<file path="src/rtl/sysid_pkg.sv">
// Shared word map and CAPS layout for the system identification register file.
package sysid_pkg;

  localparam logic [31:0] ADDR_SYSID     = 32'd0;
  localparam logic [31:0] ADDR_TIMESTAMP = 32'd1;
  localparam logic [31:0] ADDR_VERSION   = 32'd2;
  localparam logic [31:0] ADDR_SCRATCH   = 32'd3;
  localparam logic [31:0] ADDR_UPTIME_LO = 32'd4;
  localparam logic [31:0] ADDR_UPTIME_HI = 32'd5;
  localparam logic [31:0] ADDR_CAPS      = 32'd6;
  localparam logic [31:0] ADDR_RSVD      = 32'd7;
  localparam logic [31:0] ADDR_USER_BASE = 32'd8;

  localparam int MAX_USER = 8;

  typedef struct packed {
    logic [15:0] rsvd;
    logic [7:0]  num_user;
    logic [7:0]  addr_w;
  } caps_t;

  function automatic logic [31:0] pack_caps(input int num_user, input int addr_w);
    caps_t c;
    c.rsvd     = '0;
    c.num_user = 8'(num_user);
    c.addr_w   = 8'(addr_w);
    return c;
  endfunction

endpackage

</file>
<file path="src/rtl/sysid_uptime.sv">
// 64-bit free-running uptime counter with a HI shadow latched when the LO word is read,
// so a LO-then-HI read pair always sees one coherent 64-bit sample.
module sysid_uptime #(
  parameter logic [63:0] PRESET = 64'h0
) (
  input  logic        clock,
  input  logic        reset,
  input  logic        snap,
  output logic [31:0] count_lo,
  output logic [31:0] hi_shadow
);

  logic [63:0] cnt_q, cnt_d;
  logic [31:0] hi_q, hi_d;

  always_comb begin
    cnt_d = cnt_q + 64'd1;
    hi_d  = snap ? cnt_q[63:32] : hi_q;
  end

  always_ff @(posedge clock) begin
    if (reset) begin
      cnt_q <= PRESET;
      hi_q  <= '0;
    end else begin
      cnt_q <= cnt_d;
      hi_q  <= hi_d;
    end
  end

  assign count_lo  = cnt_q[31:0];
  assign hi_shadow = hi_q;

endmodule

</file>
<file path="src/rtl/sysid_regfile.sv">
// Avalon-MM system identification register file: constant IDs, scratch word, uptime
// counter, capabilities and user ID words behind a fixed 1-cycle registered read.
module sysid_regfile
  import sysid_pkg::*;
#(
  parameter logic [31:0] SYSTEM_ID     = 32'h0000_0000,
  parameter logic [31:0] TIMESTAMP     = 32'h0000_0000,
  parameter logic [31:0] VERSION       = 32'h0001_0000,
  parameter int          NUM_USER      = 4,
  parameter int          ADDR_W        = 4,
  // Reset load of the uptime counter; leave at zero in real builds.
  parameter logic [63:0] UPTIME_PRESET = 64'h0,
  localparam int         UW            = (NUM_USER > 0) ? NUM_USER : 1
) (
  input  logic              clock,
  input  logic              reset,
  input  logic [ADDR_W-1:0] address,
  input  logic              read,
  input  logic              write,
  input  logic [31:0]       writedata,
  input  logic [32*UW-1:0]  user_id,
  output logic [31:0]       readdata,
  output logic              readdatavalid
);

  logic [31:0] addr_ext;
  logic [31:0] mux_data;
  logic [31:0] scratch_q, scratch_d;
  logic [31:0] readdata_q, readdata_d;
  logic        rdv_q, rdv_d;
  logic        snap;
  logic [31:0] up_lo, up_hi;

  assign addr_ext = 32'(address);
  assign snap     = read & (addr_ext == ADDR_UPTIME_LO);

  sysid_uptime #(.PRESET(UPTIME_PRESET)) u_uptime (
    .clock     (clock),
    .reset     (reset),
    .snap      (snap),
    .count_lo  (up_lo),
    .hi_shadow (up_hi)
  );

  always_comb begin
    mux_data = '0;
    case (addr_ext)
      ADDR_SYSID:     mux_data = SYSTEM_ID;
      ADDR_TIMESTAMP: mux_data = TIMESTAMP;
      ADDR_VERSION:   mux_data = VERSION;
      ADDR_SCRATCH:   mux_data = scratch_q;
      ADDR_UPTIME_LO: mux_data = up_lo;
      ADDR_UPTIME_HI: mux_data = up_hi;
      ADDR_CAPS:      mux_data = pack_caps(NUM_USER, ADDR_W);
      default:        mux_data = '0;
    endcase
    for (int k = 0; k < NUM_USER; k++) begin
      if (addr_ext == ADDR_USER_BASE + 32'(k)) mux_data = user_id[32*k +: 32];
    end
  end

  // Mux reads the pre-write scratch value, so a same-cycle read+write returns old data.
  always_comb begin
    scratch_d  = (write && addr_ext == ADDR_SCRATCH) ? writedata : scratch_q;
    readdata_d = read ? mux_data : readdata_q;
    rdv_d      = read;
  end

  always_ff @(posedge clock) begin
    if (reset) begin
      scratch_q  <= '0;
      readdata_q <= '0;
      rdv_q      <= 1'b0;
    end else begin
      scratch_q  <= scratch_d;
      readdata_q <= readdata_d;
      rdv_q      <= rdv_d;
    end
  end

  assign readdata      = readdata_q;
  assign readdatavalid = rdv_q;

endmodule

</file>
<file path="config.mk">
export PLATFORM = sky130hd
export DESIGN_NAME = sysid_regfile
export DESIGN_NICKNAME = d
export VERILOG_FILES = /design/src/rtl/sysid_pkg.sv /design/src/rtl/sysid_uptime.sv /design/src/rtl/sysid_regfile.sv
export SDC_FILE = /design/constraint.sdc
export NUM_CORES = 1
export LEC_CHECK = 0
export BUFFER_PORTS_ARGS = -buffer_cell sky130_fd_sc_hd__buf_2
export CAP_MARGIN = 15
export CELL_PAD_IN_SITES_DETAIL_PLACEMENT = 1
export CELL_PAD_IN_SITES_GLOBAL_PLACEMENT = 1
export CORE_MARGIN = 1
export CORE_UTILIZATION = 36
export CTS_BUF_LIST = sky130_fd_sc_hd__clkbuf_16
export CTS_CLUSTER_SIZE = 30
export DETAILED_ROUTE_END_ITERATION = 7
export PLACE_DENSITY_LB_ADDON = 0.1
export SKIP_LAST_GASP = 1
export SLEW_MARGIN = 10
export SYNTH_ARGS = -nofsm -noshare
export SYNTH_HDL_FRONTEND = slang
export SYNTH_HIERARCHICAL = 1
export SYNTH_SLANG_ARGS = --single-unit
</file>
<file path="constraint.sdc">
create_clock -name clock -period 2.14 [get_ports clock]
set_input_delay 0.214 -clock clock [delete_from_list [all_inputs] [get_ports clock]]
set_output_delay 0.214 -clock clock [all_outputs]
set_load 0.02 [all_outputs]
</file>
# After elaboration in Yosys (flattened, before gate mapping)
# Cells that the tools add are included.
# classes
add_sub_neg,1
mux,5
n_eq_ne,9
reduce_logical,1
bitwise,1
# ops
cell,n
$pmux 32 s5,1
$mux 32,4
$add 64x1->64 const B,1
$eq 4x4->1 const B,4
$eq 4x3->1 const B,3
$eq 4x2->1 const B,2
$and 1x1->1,1
$logic_and 1x1->1,1
# totals
regBits,161
word_cells,22
input_bits,168

# Depth between registers and ports, before layout
# depth
word_depth,6
ltp_mapped,8

# Cells and area by module
# The synthesis kept the hierarchy.
# by_module_without_submodules
mod,area_each_um2,seq_area_each_um2,cells_per_inst,instances
sysid_uptime,4530.6,1921.8,522,1
sysid_regfile,4292.9,1301.2,540,1

# Least setup slack after synthesis
# OpenSTA, ideal clock, no wires.
# synth_timing
path_type,input port to flip-flop
startpoint,input port address[1]
endpoint,"register u_uptime.hi_q[1], in the netlist u_uptime/hi_shadow[1]"
setup_time_ns,0.128
path_stages,8
t_arrival_ns,1.946
n_path_buf,4
t_required_ns,2.012
setup_slack_ns,0.066
path_cell_list,buf_6 > or3_4 > buf_6 > nor3_1 > clkbuf_1 > buf_1 > mux2i_1 > nor2_1
# synth_between
elab_chain_cells,2
# synth_rtl
item,line_no,text
from (decl),sysid_regfile.sv:17,"input logic [ADDR_W-1:0] address,"
$eq 4x3->1,sysid_regfile.sv:35,assign snap = read & (addr_ext == ADDR_UPTIME_LO);
$and 1x1->1,sysid_regfile.sv:35,
net snap,sysid_regfile.sv:31,logic snap;
to (signal assigned),sysid_uptime.sv:27,hi_q <= hi_d;
to (decl),sysid_uptime.sv:14,"logic [31:0] hi_q, hi_d;"
# The timed path passes the listed nets, and every way through them passes these cells.
# A chain may end at the register's enable or synchronous reset.

# Worst setup path after layout
# layout_timing
startpoint,register u_uptime.cnt_q[26]
endpoint,register u_uptime.cnt_q[45]
# layout_between
elab_chain_cells,1
# layout_rtl
item,line_no,text
from (decl),sysid_uptime.sv:13,"logic [63:0] cnt_q, cnt_d;"
from (signal assigned),sysid_uptime.sv:26,cnt_q <= cnt_d;
$add 64x1->64,sysid_uptime.sv:17,cnt_d = cnt_q + 64'd1;
# No other way between the ends.

==> results.py <==
metrics = {
    "power": {
        "power-per-cell-area_mw_per_mm2": 651,
        "share_comb_of_total_power_pct": 9.9,
        "power.sequential.fraction_pct": 42.6,
        "p_leak_nw": 4.12,
        "p_switching_mw": 1.85,
        "ir_worst_vdd_mv": 0.331,
        "total_power_mw": 7.17,
        "share_clk_of_total_power_pct": 47.5,
        "cellInternalPower_mw": 5.33,
        "switching_share_pct": 25.7,
    },
    "sta": {
        "finalHoldViolations": 0,
        "final_critical_path_share_of_the_clock_period_pct": 98.8,
        "finClkSkew_ns": 0.0102,
        "worst_pin_slew_ns": 0.829,
        "slew-limit-headroom_pct": 44.7,
        "fmaxAchievable_mhz": 473,
        "setup_viol": 0,
        "hold-worst-slack_ns": 0.0161,
        "slew_viol_final": 0,
        "final_period_demand_of_the_worst_path_ns": 2.11,
    },
    "finish": {
        "final_design_instance_area_without_fill_mm2": 0.0110,
        "layout-drive-gt1-share_pct": 28.6,
        "final_design_utilization_pct": 46.4,
        "design.final.nets": 1426,
        "area_growth_pct": 24.9,
    },
    "critical_path": {
        "worstSetupEndpointType": "register",
        "worst-path-max-fanout": 23,
        "cp.arrival_ns": 2.48,
        "critical_path.startpoint_type": "register",
        "critical_path_required_ns": 2.50,
        "criticalPathCategory": "register to register",
    },
    "yosys": {
        "multiplexer_area_fraction_after_synthesis_pct": 7.39,
        "synth_seq_area_share_pct": 36.5,
        "synth_enable_flop_cells": 0,
        "synthesis.area_per_instance_um2": 8.31,
        "ys_warn_count": 6,
        "yosys.cell_count.top_type": "sky130_fd_sc_hd__dfxtp_1",
        "syn-num-nets": 1231,
        "synth_compound_area_share_pct": 20.0,
        "synth-seq-cells": 161,
        "synth_largest_area_cell": "sky130_fd_sc_hd__dfxtp_1",
        "yosys.area_share.simple_pct": 25.0,
        "synth.cells.most_frequent": "161 x sky130_fd_sc_hd__dfxtp_1, 127 x sky130_fd_sc_hd__nand2_1, 104 x sky130_fd_sc_hd__a21oi_1, 72 x sky130_fd_sc_hd__nor2_1, 64 x sky130_fd_sc_hd__mux2i_1",
        "synth_xor_area_share_pct": 2.48,
        "netlist_instances": 1062,
        "synth.top_cell.area_share_pct": 36.5,
        "synth_area_mm2": 0.00882,
        "synth_flop_cell": "sky130_fd_sc_hd__dfxtp_1",
        "synth.area.top_cells": "sky130_fd_sc_hd__dfxtp_1 37%, sky130_fd_sc_hd__mux2i_1 7.3%, sky130_fd_sc_hd__a21oi_1 5.9%",
        "async_flop_share_pct": 0,
        "synth.distinct_cells": 56,
        "yosys.area_share.adder_pct": 0.142,
        "synth_top_family_by_area": "simple AND/OR/NAND/NOR gates",
    },
    "die": {
        "pin_count": 201,
        "die_area_mm2": 0.0251,
        "fp.coreArea_mm2": 0.0238,
        "die_h_um": 159,
        "chipWidth_um": 159,
        "initial_core_util_pct": 37.1,
        "rows": 56,
    },
    "global_routing": {
        "maximum_number_of_pins_on_one_net_before_global_route_repair": 73,
        "grt_antenna_before_repair": 1,
        "grt_pass1_vias": 8937,
        "groute.usage.overall_pct": 26.1,
        "grt_pass1_wl_um": 49200,
        "gr-total-overflow": 0,
    },
    "placed_design": {
        "place.port_buffers": 200,
        "detailed_place.area_mm2": 0.0102,
        "hpwl_after_detailed_placement_um": 23700,
        "gp_routability_congestion": 0.789,
    },
    "clock_tree": {
        "cts_max_level": 4,
        "clk_pin_slew_ns": 0.07,
        "cts.sink_count": 161,
        "tritoncts.num_buffers": 17,
        "clock_latency_ns": 0.44,
        "clockRootBuffer": "sky130_fd_sc_hd__clkbuf_16",
        "ctsLongestPathBuffers": 2,
        "cts_tree": "done",
    },
    "detailed_routing": {
        "final_wirelength_um": 32200,
        "vias": 8751,
        "vias_per_cell": 5.50,
        "detail_route.first_pass.iterations": 6,
        "drt.antenna.violating_nets": 0,
        "drc": 0,
        "first_iter_violations": 401,
        "wl_per_cell_um": 20.3,
    },
    "min_path": {
        "hold_path.class": "input pin to register",
    },
    "job": {
        "cap_violations": 0,
    },
    "run_status": {
        "outcome": "complete, no violations",
    },
}
[kinds of logic after synthesis]
logic type,after synthesis
xor+xnor,25
compound gates,267
buf+inv,133
mux,65
flops,161
fa+ha+maj,1
simple gates,410
[metrics by stage]
stage / cells / setup TNS (ns) / worst slack, ns
floorplan: 1062 / 0 / 0.0663
global placement: 1543 / 0 / 0.0585
detailed placement: 1543 / -0.0147 / -0.0147
CTS: 1585 / 0 / 0.00133
global route: 1590 / -0.253 / -0.0721
finish: 1590 / 0 / 0.0266
[path summary, 6_finish.rpt]
path                      startpoint            endpoint  slack (ns)  depth (start not counted)
hold reg to reg        scratch_q[19]       scratch_q[19]        0.46                          2
setup / recovery  u_uptime/cnt_q[26]  u_uptime/cnt_q[45]        0.03                          6
hold / removal          writedata[4]        scratch_q[4]        0.02                          3
setup reg to reg  u_uptime/cnt_q[26]  u_uptime/cnt_q[45]        0.03                          6
[registers in the layout (all words and copies together), names as in the netlist]
| signal | count |
|---|---|
| readdatavalid | 1 |
| u_uptime/hi_shadow | 32 |
| scratch_q | 32 |
| u_uptime/cnt_q | 64 |
| readdata | 32 |
[what timing repair did]
item	4_1_cts	5_1_grt
hold buffers	7	0
gates resized for setup	4	13
setup endpoints to repair	6	22
buffers inserted	3	4
hold endpoints to repair	7	0
pin swaps	4	6
[power groups by stage]
| stage | combinational, mW | clock [mW] | sequential (mW) |
|---|---|---|---|
| 2_1_floorplan | 0.357 | 0 | 3.14 |
| 6_report | 0.711 | 3.41 | 3.05 |
| 4_1_cts | 0.711 | 3.47 | 3.05 |
| 3_5_place_dp | 0.698 | 0 | 3.12 |
| 5_1_grt | 0.769 | 3.60 | 3.06 |
| 3_3_place_gp | 0.695 | 0 | 3.12 |
[final cells by class]
| class | count | area [µm²] |
|---|---|---|
| antenna | 1 | 2.50 |
| clock buffer | 17 | 425 |
| clock inverter | 15 | 218 |
| fill | 2949 | 12700 |
| inverter | 16 | 60.1 |
| multi-input combinational | 768 | 4890 |
| sequential | 161 | 3240 |
| tap | 319 | 399 |
| timing repair buffer | 293 | 1790 |
[cells in the final DEF, fill, tap and decap left out, types with 8 or more instances in the layout]
master and instances:
sky130_fd_sc_hd__nand2_1 127, sky130_fd_sc_hd__nand4_1 24, sky130_fd_sc_hd__a32o_1 30, sky130_fd_sc_hd__dfxtp_1 150
sky130_fd_sc_hd__or3_1 22, sky130_fd_sc_hd__clkbuf_16 17, sky130_fd_sc_hd__or2_1 11, sky130_fd_sc_hd__a211oi_1 29
sky130_fd_sc_hd__nor2_1 71, sky130_fd_sc_hd__or2_2 12, sky130_fd_sc_hd__inv_1 16, sky130_fd_sc_hd__o21ai_0 25
sky130_fd_sc_hd__mux2i_1 64, sky130_fd_sc_hd__xnor2_1 13, sky130_fd_sc_hd__nand3_1 23, sky130_fd_sc_hd__buf_4 82
sky130_fd_sc_hd__xor2_1 12, sky130_fd_sc_hd__or2_0 10, sky130_fd_sc_hd__o22ai_1 29, sky130_fd_sc_hd__nor3_1 11
sky130_fd_sc_hd__dfxtp_2 11, sky130_fd_sc_hd__nor2b_1 32, sky130_fd_sc_hd__a21oi_1 103, sky130_fd_sc_hd__or4_1 9
sky130_fd_sc_hd__buf_2 198, sky130_fd_sc_hd__o221ai_1 31, sky130_fd_sc_hd__o31ai_1 8
[layer usage]
metal  part of all wire [%]  up-vias  GRT usage [%]
li1                       -     4229              -
met1                     45     4287           31.8
met2                     49      200           46.4
met3                    3.9       35           4.60
met4                    2.0        0           7.74
met5                      0        -              0
[worst max-delay path: stages, from the launching register on]
cell and delay [ns]:
sky130_fd_sc_hd__dfxtp_1 0.35, sky130_fd_sc_hd__nand4_2 0.15, sky130_fd_sc_hd__nor4_1 0.47, sky130_fd_sc_hd__nand4_2 0.19
sky130_fd_sc_hd__buf_12 0.19, sky130_fd_sc_hd__or4_1 0.52, sky130_fd_sc_hd__a21oi_2 0.16
No activity file was read; power rests on OpenSTA's default activity.
